<file path="src/rtl/ula_seq_flags.sv">
// Sequential ALU: add/sub/logic/shift in one execute cycle, shift-add multiply over BITS cycles.
// Registered result and O/C/S/Z flags; single outstanding operation, IN_READY only when idle.
module ula_seq_flags #(
    parameter int BITS   = 8,
    parameter bit MUL_EN = 1'b1
) (
    input  logic            CLK,
    input  logic            RST,
    input  logic            IN_VALID,
    output logic            IN_READY,
    input  logic [BITS-1:0] A,
    input  logic [BITS-1:0] B,
    input  logic [4:0]      OP,
    input  logic            CLR_FLAGS,
    output logic [BITS-1:0] RESU,
    output logic [BITS-1:0] RESU_HI,
    output logic            OUT_VALID,
    output logic            ERR,
    output logic            O,
    output logic            C,
    output logic            S,
    output logic            Z
);
    localparam int CW = $clog2(BITS);

    localparam logic [4:0] OP_ADD  = 5'b00000;
    localparam logic [4:0] OP_ADDC = 5'b00001;
    localparam logic [4:0] OP_SUB  = 5'b00010;
    localparam logic [4:0] OP_SUBC = 5'b00011;
    localparam logic [4:0] OP_INC  = 5'b00100;
    localparam logic [4:0] OP_DEC  = 5'b00101;
    localparam logic [4:0] OP_AND  = 5'b01000;
    localparam logic [4:0] OP_OR   = 5'b01001;
    localparam logic [4:0] OP_XOR  = 5'b01010;
    localparam logic [4:0] OP_NOT  = 5'b01011;
    localparam logic [4:0] OP_PASS = 5'b01100;
    localparam logic [4:0] OP_SHL  = 5'b10000;
    localparam logic [4:0] OP_SHR  = 5'b10001;
    localparam logic [4:0] OP_SAR  = 5'b10010;
    localparam logic [4:0] OP_MUL  = 5'b11000;

    typedef enum logic [1:0] {IDLE, EXEC, MULT, DONE} state_t;

    state_t            state, state_nx;
    logic [BITS-1:0]   a_q, b_q;
    logic [4:0]        op_q;
    logic              c_q;
    logic              err_q;
    logic [CW-1:0]     cnt;
    logic [2*BITS-1:0] prod, prod_nx;
    logic [BITS:0]     mul_add;

    logic [BITS-1:0]   bop, res;
    logic [BITS:0]     sum;
    logic              cin, f_o, f_c, defined, is_arith;

    logic              mul_last;
    logic [BITS-1:0]   mul_hi;

    always_comb begin
        state_nx = state;
        case (state)
            IDLE: if (IN_VALID) state_nx = (MUL_EN && OP == OP_MUL) ? MULT : EXEC;
            EXEC: state_nx = DONE;
            MULT: if (mul_last) state_nx = DONE;
            DONE: state_nx = IDLE;
            default: state_nx = IDLE;
        endcase
    end

    assign IN_READY  = (state == IDLE);
    assign OUT_VALID = (state == DONE);
    assign ERR       = (state == DONE) && err_q;

    // One shift-add step: conditionally add the multiplicand into the high half, then shift right.
    assign mul_add  = {1'b0, prod[2*BITS-1:BITS]} + (prod[0] ? {1'b0, a_q} : {(BITS+1){1'b0}});
    assign prod_nx  = {mul_add, prod[BITS-1:1]};
    assign mul_last = (cnt == CW'(BITS-1));
    assign mul_hi   = prod_nx[2*BITS-1:BITS];

    always_comb begin
        bop      = '0;
        cin      = 1'b0;
        res      = '0;
        f_o      = 1'b0;
        f_c      = 1'b0;
        defined  = 1'b1;
        is_arith = 1'b0;
        case (op_q)
            OP_ADD:  begin is_arith = 1'b1; bop = b_q; end
            OP_ADDC: begin is_arith = 1'b1; bop = b_q;  cin = c_q;  end
            OP_SUB:  begin is_arith = 1'b1; bop = ~b_q; cin = 1'b1; end
            OP_SUBC: begin is_arith = 1'b1; bop = ~b_q; cin = c_q;  end
            OP_INC:  begin is_arith = 1'b1; bop = '0;   cin = 1'b1; end
            OP_DEC:  begin is_arith = 1'b1; bop = '1;   end
            OP_AND:  res = a_q & b_q;
            OP_OR:   res = a_q | b_q;
            OP_XOR:  res = a_q ^ b_q;
            OP_NOT:  res = ~a_q;
            OP_PASS: res = a_q;
            OP_SHL:  begin
                res = {a_q[BITS-2:0], 1'b0};
                f_c = a_q[BITS-1];
                f_o = a_q[BITS-1] ^ a_q[BITS-2];
            end
            OP_SHR:  begin res = {1'b0, a_q[BITS-1:1]};        f_c = a_q[0]; end
            OP_SAR:  begin res = {a_q[BITS-1], a_q[BITS-1:1]}; f_c = a_q[0]; end
            default: defined = 1'b0;
        endcase
        sum = {1'b0, a_q} + {1'b0, bop} + {{BITS{1'b0}}, cin};
        if (is_arith) begin
            res = sum[BITS-1:0];
            f_c = sum[BITS];
            f_o = (a_q[BITS-1] == bop[BITS-1]) && (sum[BITS-1] != a_q[BITS-1]);
        end
    end

    always_ff @(posedge CLK) begin
        if (RST) begin
            state   <= IDLE;
            a_q     <= '0;
            b_q     <= '0;
            op_q    <= '0;
            c_q     <= 1'b0;
            err_q   <= 1'b0;
            cnt     <= '0;
            prod    <= '0;
            RESU    <= '0;
            RESU_HI <= '0;
            O       <= 1'b0;
            C       <= 1'b0;
            S       <= 1'b0;
            Z       <= 1'b0;
        end else begin
            state <= state_nx;
            case (state)
                IDLE: if (IN_VALID) begin
                    a_q   <= A;
                    b_q   <= B;
                    op_q  <= OP;
                    c_q   <= C;
                    err_q <= 1'b0;
                    cnt   <= '0;
                    prod  <= {{BITS{1'b0}}, B};
                end
                EXEC: begin
                    RESU_HI <= '0;
                    if (defined) begin
                        RESU <= res;
                        O    <= f_o;
                        C    <= f_c;
                        S    <= res[BITS-1];
                        Z    <= (res == '0);
                    end else begin
                        RESU  <= '0;
                        err_q <= 1'b1;
                    end
                end
                MULT: begin
                    prod <= prod_nx;
                    cnt  <= cnt + CW'(1);
                    if (mul_last) begin
                        RESU    <= prod_nx[BITS-1:0];
                        RESU_HI <= mul_hi;
                        O       <= (mul_hi != '0);
                        C       <= (mul_hi != '0);
                        S       <= mul_hi[BITS-1];
                        Z       <= (prod_nx == '0);
                    end
                end
                default: ;
            endcase
            // A clear overrides any flag update landing on the same edge.
            if (CLR_FLAGS) begin
                O <= 1'b0;
                C <= 1'b0;
                S <= 1'b0;
                Z <= 1'b0;
            end
        end
    end
endmodule
</file>
<file path="config.mk">
export PLATFORM = sky130hd
export DESIGN_NAME = ula_seq_flags
export DESIGN_NICKNAME = d
export VERILOG_FILES = /design/src/rtl/ula_seq_flags.sv
export SDC_FILE = /design/constraint.sdc
export NUM_CORES = 1
export LEC_CHECK = 0
export BUFFER_PORTS_ARGS = -buffer_cell sky130_fd_sc_hd__buf_4
export CORE_MARGIN = 3
export CORE_UTILIZATION = 50
export CTS_CLUSTER_SIZE = 14
export DETAILED_ROUTE_END_ITERATION = 8
export PLACE_DENSITY = 0.79
export SYNTH_ARGS = -nofsm -noshare
export SYNTH_HDL_FRONTEND = slang
export SYNTH_SLANG_ARGS = --single-unit
</file>
<file path="constraint.sdc">
create_clock -name CLK -period 4.5 [get_ports CLK]
set_input_delay 0.225 -clock CLK [delete_from_list [all_inputs] [get_ports CLK]]
set_output_delay 0.225 -clock CLK [all_outputs]
set_load 0.01 [all_outputs]
</file>
==> results of run 1 <==
registers in the layout (all words and copies together) (netlist names), 2 cells and up:
signal / cells
op_q: 5
RESU: 8
cnt: 3
prod: 16
state: 2
b_q: 8
a_q: 8
RESU_HI: 8
worst register-to-register path, delay by kind of cell, from the launching register on:
family                   cells  cell delay, ns
XOR/XNOR                     1            0.15
adder cells (fa/ha/maj)      2            0.85
AO/OA/AOI/OAI                5            0.69
flip-flops                   1            0.59
AND/OR/NAND/NOR              5            1.34
logic make-up (layout without fill, tap and decap cells):
kind of cell,Yosys count,after routing,share of synthesized area
AO/OA/AOI/OAI,150,150,0.227
AND/OR/NAND/NOR,205,205,0.225
XOR/XNOR,10,10,0.0200
buffers and inverters,66,99,0.0638
adder cells (fa/ha/maj),40,40,0.120
flip-flops,64,64,0.293
multiplexers,22,22,0.0507
routing by layer:
layer	global-route usage	routed length [microns]	vias up
met1	0.344	5480	1999
met4	0.0641	146	0
li1	-	-	2032
met3	0.0582	1000	21
met2	0.397	5580	167
met5	0	0	-
final timing paths:
| path | from | to |
|---|---|---|
| max | op_q[2] | Z |
| min | A[1] | a_q[1] |
| max reg2reg | op_q[2] | Z |
| min reg2reg | S | S |
power by group through the flow:
| stage | Combinational (W) | Clock, W | Sequential, W |
|---|---|---|---|
| floorplan | 0.000693 | 0 | 0.000732 |
| global placement | 0.000910 | 0 | 0.000771 |
| detailed placement | 0.000922 | 0 | 0.000776 |
| CTS | 0.000927 | 0.000415 | 0.000763 |
| global route | 0.00104 | 0.000444 | 0.000780 |
| finish | 0.000936 | 0.000403 | 0.000768 |
cell usage after synthesis (11+ instances only):
cell type | n | area (sq um)
nand2_1 | 73 | 274
dfxtp_1 | 64 | 1280
nor2_1 | 55 | 206
a21oi_1 | 52 | 260
ha_1 | 37 | 463
inv_1 | 32 | 120
clkbuf_1 | 24 | 90.1
and2_1 | 22 | 138
a22oi_1 | 21 | 158
mux2i_1 | 21 | 210
o21ai_0 | 14 | 70.1
nand3_1 | 11 | 55.1
final cells by class:
| cell class | instances | area, sq um | area share |
|---|---|---|---|
| clock buffers | 11 | 131 | 0.0269 |
| clock inverters | 4 | 22.5 | 0.00461 |
| inverters | 33 | 124 | 0.0254 |
| multi-input cells | 427 | 2810 | 0.575 |
| repair buffers | 51 | 383 | 0.0784 |
| well taps | 105 | 131 | 0.0269 |
| flip-flops and latches | 64 | 1280 | 0.262 |
per-stage QoR:
stage                     instance area [sq um]  utilization
after detailed placement                   4730        0.567
after floorplan                            4370            -
after CTS                                  4880        0.586
final                                      4880        0.586
after global placement                     4730        0.567
after global routing                       4880        0.586
==> flow_summary.ini, run 1 <==
[power]
p_int_w = 0.00120
powerDensity_mw_per_mm2 = 432
clock_power_share = 0.191
power.leakage_nw = 2.06
power_frac_seq = 0.364
power_w = 0.00211
combPwrFrac = 0.444
ir_drop_mv = 0.352
switching_share = 0.429
power.switching_w = 0.000903

[status]
status = completed

[sta]
hold_viol_final = 0
finalClockSkew_ns = 0.00654
worst_slew_pin_slew_ns = 1.06
final.setup.tns_ns = 0
clock.fmax_mhz = 270
min_period_ns = 3.71
rsz0062_at_grt = no
slew_headroom = 0.294
slew_violations = 0
finalSetupViolations = 0
setup_ws_ns = 0.792
fin_crit_sh = 0.824
hold_slack_ns = 0.135

[floorplan]
die_height_microns = 99.5
io_pins = 48
fp-row-count = 33
initial_utilization = 0.524
core_area_sq_mm = 0.00834
die_area_sq_mm = 0.00990
die_w_microns = 99.5

[setup_path]
slowest_stage = dfxtp_1
crit_chain = and2_1, a21oi_1, o22ai_1, nand2_1, fa_1, fa_1, nand2b_1, a21oi_1, xnor2_1, o211ai_1, nand2b_1, or4_4, o31ai_4
critPathBufInv = 0
critPathMaxFanout = 14
slowest_delay_ns = 0.59
path_class = reg2reg
worst-r2r-setup-slack_ns = 0.79
crit_family = simple AND/OR/NAND/NOR gates
required_ns = 4.75
startpoint_type = register
crit_cells = 13
end_kind = register
worstPathArrival_ns = 3.96
r2r.worst_path.cells = 13

[hold_path]
holdPathStages = 3
worstHoldPathType = in2reg

[layout]
fill_cells = 785
final_cells = 695
antennaDiodeCount = 0
layout.nets = 651
final_cell_mix = nand2_1, dfxtp_1, nor2_1
area_growth_pct = 11.7
drive_gt1_frac = 0.122
layout_commonest_cell = nand2_1

[place]
port-buffer-count = 47
dp_worst_setup_slack_ns = 0.847
dp_hpwl_microns = 9230
gp_congestion = 0.993
dp_cells = 680

[clock_network]
root_buffer = clkbuf_8
cts_made_buffers = 9
holdBufCountCts = 0
cts_tree = built
clk_path_buf_depth = 2
clkSinkCount = 64
htreeDepth = 3
insertion_delay_ns = 0.33
post_cts_resize_count = 0
post_cts_buffers = 0
clkTransAtPathRegs_ns = 0.07

[detailed_routing]
drc = 0
drt_first_iter_violations = 256
vias = 4219
vias_per_cell = 6.07
dr.pass1.iters = 5
postRouteWirelength_microns = 12200
wl_per_cell_microns = 17.6
antenna_left = 0

[synth]
synth_edf_count = 0
synth_cell_types = 66
syn_area_sq_mm = 0.00437
yosysSeqAreaShare = 0.293
yosys_register_bits = 64
synth_top_flop_cell = dfxtp_1
avgSynthCellArea_sq_um = 7.85
synthCells = 557
synth_nets = 622
ys.warnings.count = 0
async_flop_share = 0

[global_routing]
grt_pass1_vias = 3975
antenna_found_initial = 0
grt_overflow = 0
grt_pass1_wl_microns = 19700
grt_use_total = 0.250
grt_start_max_net_pins = 63

[job]
cap_viol_max_count = 0
No activity file was read; power rests on OpenSTA's default activity.
==> run 2: changes to the inputs <==
--- a/config.mk
+++ b/config.mk
@@ -5,12 +5,13 @@
 export SDC_FILE = /design/constraint.sdc
 export NUM_CORES = 1
 export LEC_CHECK = 0
+export ABC_AREA = 1
 export BUFFER_PORTS_ARGS = -buffer_cell sky130_fd_sc_hd__buf_4
 export CORE_MARGIN = 3
 export CORE_UTILIZATION = 50
 export CTS_CLUSTER_SIZE = 14
 export DETAILED_ROUTE_END_ITERATION = 8
-export PLACE_DENSITY = 0.79
+export PLACE_DENSITY = 0.81
 export SYNTH_ARGS = -nofsm -noshare
 export SYNTH_HDL_FRONTEND = slang
 export SYNTH_SLANG_ARGS = --single-unit
==> constraint.sdc (replaced) <==
create_clock -name CLK -period 3.4 [get_ports CLK]
set_input_delay 0.17 -clock CLK [delete_from_list [all_inputs] [get_ports CLK]]
set_output_delay 0.17 -clock CLK [all_outputs]
set_load 0.01 [all_outputs]
==> flow_summary.ini, run 2 <==
[sta]
finalClockSkew_ns = 0.0129
min_period_ns = 3.01
slew_headroom = 0.562
hold_viol_final = 0
clock.fmax_mhz = 333
slew_violations = 0
finalSetupViolations = 0
final.setup.tns_ns = 0
fin_crit_sh = 0.884
worst_slew_pin_slew_ns = 0.656
rsz0062_at_grt = no

[setup_path]
crit_family = adder cells
required_ns = 3.69
critPathBufInv = 3
cp_common_cell = nand2_1
startpoint_type = register
worstPathArrival_ns = 3.30
worst-r2r-setup-slack_ns = 0.39
end_kind = register
path_class = reg2reg
slowest_delay_ns = 0.46
critPathMaxFanout = 7
crit_chain = inv_2, nor2_4, a21oi_1, o21ai_0, inv_1, fa_1, fa_1, inv_1, nand3_1, nand2_1, nand2_1, a21oi_1, nor2_1, nor2_1, nand2_1, nor2_1, nand2_1, a21oi_2
slowest_stage = dfxtp_1

[layout]
fill_cells = 827
area_growth_pct = 13.9
final_area_sq_mm = 0.00511
layout.nets = 803
multi_input_area_sq_mm = 0.00279
largest_reg_flops = 16
drive_gt1_frac = 0.125
seq_area_sq_mm = 0.00128
layout_commonest_cell = nand2_1
final_cells = 848
top_register = prod
antennaDiodeCount = 0
final_cell_mix = nand2_1, inv_1, nor2_1

[job]
cap_viol_max_count = 0

[synth]
ys.warnings.count = 0
synth_top_family_by_area = simple AND/OR/NAND/NOR gates
synth_top_cell_area_share = 0.285
synth_most_common_cell = nand2_1
synth_compound_area_frac = 0.183
synth_common_cells = nand2_1, inv_1, nor2_1
synth_area_leader_cell = dfxtp_1
synth_nets = 763
yosysSeqAreaShare = 0.285
avgSynthCellArea_sq_um = 6.43
synth-simple-area-share = 0.317
yosys_register_bits = 64
synth_cell_types = 41
synth_mux_area_frac = 0
syn_area_sq_mm = 0.00449
synthAdderAreaFrac = 0.116
synthCells = 698
async_flop_share = 0
synthXorXnorAreaFrac = 0.00390
synth_top_flop_cell = dfxtp_1
netlist_top_cells_area = dfxtp_1, nand2_1, ha_1, a21oi_1, o21ai_0
synth_edf_count = 0

[clock_network]
cts_made_buffers = 9
post_cts_buffers = 0
post_cts_resize_count = 0
cts_tree = built
htreeDepth = 3
clkSinkCount = 64
holdBufCountCts = 0
root_buffer = clkbuf_8
clkTransAtPathRegs_ns = 0.08
insertion_delay_ns = 0.35
clk_path_buf_depth = 2

[floorplan]
core_area_sq_mm = 0.00846
die_height_microns = 101
io_pins = 48
die_w_microns = 101
initial_utilization = 0.530
die_area_sq_mm = 0.0102
fp-row-count = 33

[detailed_routing]
dr.pass1.iters = 5
drc = 0
vias = 4842
vias_per_cell = 5.71
drt_first_iter_violations = 429
postRouteWirelength_microns = 13900
wl_per_cell_microns = 16.3
antenna_left = 0

[status]
status = completed

[place]
dp_hpwl_microns = 10500
placed_area_sq_mm = 0.00492
dp_cells = 832
gp_congestion = 0.936
port-buffer-count = 47

[power]
powerDensity_mw_per_mm2 = 767
power_w = 0.00392
power.leakage_nw = 2.52
ir_drop_mv = 0.687

[global_routing]
grt_pass1_vias = 4635
grt_start_max_net_pins = 44
antenna_found_initial = 0
grt_pass1_wl_microns = 22900
grt_use_total = 0.286
grt_overflow = 0

[hold_path]
worstHoldPathType = in2reg
## run 2: changes by cell type in the layout (fill, tap and decap cells not counted), sizes merged, moves of 23 or more
cell   previous run  this run
nand3            11        44
nand2            73       176
nor2             55        78
and2             23         0
inv              33        82
o21ai            17        64
## run 2: where the power goes
| part | internal (W) | leakage, nW | switching [W] |
|---|---|---|---|
| logic | 0.000705 | 1.90 | 0.00137 |
| registers | 0.000956 | 0.525 | 0.000222 |
| clock network | 0.000335 | 0.0920 | 0.000328 |
## run 2: cell families after synthesis
family,after synthesis
buffers and inverters,109
flip-flops,64
XOR/XNOR,2
AND/OR/NAND/NOR,328
adder cells (fa/ha/maj),40
AO/OA/AOI/OAI,155
## run 2: layout make-up
type	count	share of cell area
Tap cell	105	0.0257
Clock inverter	6	0.0117
Multi-Input combinational cell	525	0.546
Inverter	84	0.0619
Clock buffer	10	0.0250
Timing Repair Buffer	54	0.0793
Sequential cell	64	0.251
## run 2: layer usage
metal,GRT usage,wire length (microns),vias to the layer above
met1,0.388,6070,2236
met2,0.465,6530,208
met5,0,0,-
met3,0.0450,948,24
met4,0.0922,311,0
li1,-,-,2374
## run 2: tightest hold or removal path: cells and delay by family
family / cells / cell delay [ns]
buffers and inverters: 1 / 0.11
and+or+nand+nor: 1 / 0.05
AOI/OAI and AO/OA: 1 / 0.07
## run 2: stage by stage
stage	hold WS [ns]	setup WS [ns]	utilization
6_report	0.0998	0.394	0.604
3_5_place_dp	0.463	0.402	0.581
4_1_cts	0.0914	0.378	0.603
2_1_floorplan	0.248	0.459	-
3_3_place_gp	0.453	0.527	0.581
5_1_grt	0.118	0.0326	0.604
## run 2: path summary, 6_finish.rpt
path,to,from,cells after the start
max,Z,op_q[1],18
min,prod[1],B[1],3
max reg2reg,Z,op_q[1],18
min reg2reg,RESU_HI[0],RESU_HI[0],2
==> run 3: changes to the inputs <==
--- a/config.mk
+++ b/config.mk
@@ -6,8 +6,8 @@
 export NUM_CORES = 1
 export LEC_CHECK = 0
 export ABC_AREA = 1
-export BUFFER_PORTS_ARGS = -buffer_cell sky130_fd_sc_hd__buf_4
-export CORE_MARGIN = 3
+export BUFFER_PORTS_ARGS = -buffer_cell sky130_fd_sc_hd__buf_2
+export CORE_MARGIN = 10
 export CORE_UTILIZATION = 50
 export CTS_CLUSTER_SIZE = 14
 export DETAILED_ROUTE_END_ITERATION = 8
==> flow_summary.ini, run 3 (synthesis results as in run 2) <==
[status]
status = completed

[layout]
layout.nets = 802
layout_commonest_cell = nand2_1
drive_gt1_frac = 0.120
largest_reg_flops = 16
seq_area_sq_mm = 0.00128
top_register = prod
area_growth_pct = 10.7
antennaDiodeCount = 0
final_cells = 849
multi_input_area_sq_mm = 0.00279
fill_cells = 865
final_cell_mix = nand2_1, inv_1, nor2_1

[global_routing]
antenna_found_initial = 0
grt_start_max_net_pins = 45
grt_use_total = 0.211
grt_pass1_wl_microns = 22800
grt_pass1_vias = 4674
grt_overflow = 0

[setup_path]
required_ns = 3.69
slowest_delay_ns = 0.45
startpoint_type = register
slowest_stage = fa_1
crit_chain = nor2_1, nand2_1, nor2_1, inv_1, o22ai_1, a21oi_1, fa_1, fa_1, inv_1, nand3_1, nand2_1, nand2_1, a21oi_1, nor2_1, nor2_1, nand2_1, nor2_1, nand2_1, a21oi_2
path_class = reg2reg
end_kind = register
critPathMaxFanout = 4
worstPathArrival_ns = 3.33

[detailed_routing]
vias_per_cell = 5.61
wl_per_cell_microns = 16.0
vias = 4760
postRouteWirelength_microns = 13600
antenna_left = 0
drt_first_iter_violations = 416
drc = 0
dr.pass1.iters = 5

[clock_network]
clk_path_buf_depth = 2
htreeDepth = 3
post_cts_resize_count = 0
cts_tree = built
insertion_delay_ns = 0.36
holdBufCountCts = 0
clkSinkCount = 64
post_cts_buffers = 0
cts_made_buffers = 9
root_buffer = clkbuf_8
clkTransAtPathRegs_ns = 0.08

[power]
powerDensity_mw_per_mm2 = 765
combPwrFrac = 0.532
power.leakage_nw = 2.48
power_frac_seq = 0.306
switching_share = 0.499
power_w = 0.00380
ir_drop_mv = 0.569
power.switching_w = 0.00190
clock_power_share = 0.162
p_int_w = 0.00191

[place]
port-buffer-count = 47
dp_cells = 834
gp_congestion = 0.993
dp_worst_setup_slack_ns = 0.426
dp_hpwl_microns = 10400

[sta]
final.setup.tns_ns = 0
slew_headroom = 0.322
finalSetupViolations = 0
min_period_ns = 3.04
hold_viol_final = 0
hold_slack_ns = 0.104
rsz0062_at_grt = no
setup_ws_ns = 0.358
clock.fmax_mhz = 329
fin_crit_sh = 0.895
slew_violations = 0
finalClockSkew_ns = 0.0161
worst_slew_pin_slew_ns = 1.02

[floorplan]
fp-row-count = 34
die_area_sq_mm = 0.0132
die_w_microns = 115
initial_utilization = 0.515
io_pins = 48
core_area_sq_mm = 0.00872
die_height_microns = 115

[job]
cap_viol_max_count = 0

[hold_path]
worstHoldPathType = in2reg
## run 3: cell types whose count changed in the layout (fill, tap and decap cells not counted)
cell and delta:
bufinv_16 -1, nor2_1 +1, buf_2 +47, nand2_2 -1, buf_4 -48, clkinvlp_4 -1
nor2_2 -1, nand2_1 +1, clkinv_2 -1, clkbuf_8 +2
## run 3: power groups by stage
| stage | combinational (W) | sequential [W] | clock [W] |
|---|---|---|---|
| 5_1_grt | 0.00229 | 0.00119 | 0.000648 |
| 4_1_cts | 0.00200 | 0.00116 | 0.000620 |
| 6_report | 0.00202 | 0.00117 | 0.000615 |
| 3_3_place_gp | 0.00195 | 0.00117 | 0 |
| 3_5_place_dp | 0.00199 | 0.00118 | 0 |
| 2_1_floorplan | 0.00144 | 0.00114 | 0 |
## run 3: metal layers
layer	routed length, microns	vias to the layer above	track usage
met5	0	-	0
met4	296	0	0.0767
met3	934	28	0.0391
met2	6350	171	0.347
met1	5980	2187	0.268
li1	-	2374	-
## run 3: area by class of cell
| class | instances | share of cell area |
|---|---|---|
| Clock buffer | 12 | 0.0312 |
| Sequential cell | 64 | 0.258 |
| Timing Repair Buffer | 53 | 0.0564 |
| Inverter | 84 | 0.0637 |
| Clock inverter | 3 | 0.00352 |
| Multi-Input combinational cell | 525 | 0.560 |
| Tap cell | 108 | 0.0272 |
## run 3: worst max-delay path: cells and delay by family, from the launching register on
family	cells	cell delay, ns
AO/OA/AOI/OAI	4	0.41
buffers and inverters	2	0.14
flip-flops	1	0.34
adder cells (fa/ha/maj)	2	0.88
AND/OR/NAND/NOR	11	1.21
## run 3: through the flow
| step | util | area, sq um |
|---|---|---|
| after detailed placement | 0.550 | 4800 |
| final | 0.570 | 4970 |
| after floorplan | - | 4490 |
| after global routing | 0.570 | 4970 |
| after CTS | 0.570 | 4970 |
| after global placement | 0.550 | 4800 |
## run 3: path summary, 6_finish.rpt
kind / from / endpoint / slack [ns] / cells after the start
worst max-delay path: op_q[2] / Z / 0.36 / 19
worst min-delay path: A[2] / a_q[2] / 0.10 / 3
worst max register to register: op_q[2] / Z / 0.36 / 19
worst min register to register: RESU[5] / RESU[5] / 0.47 / 2
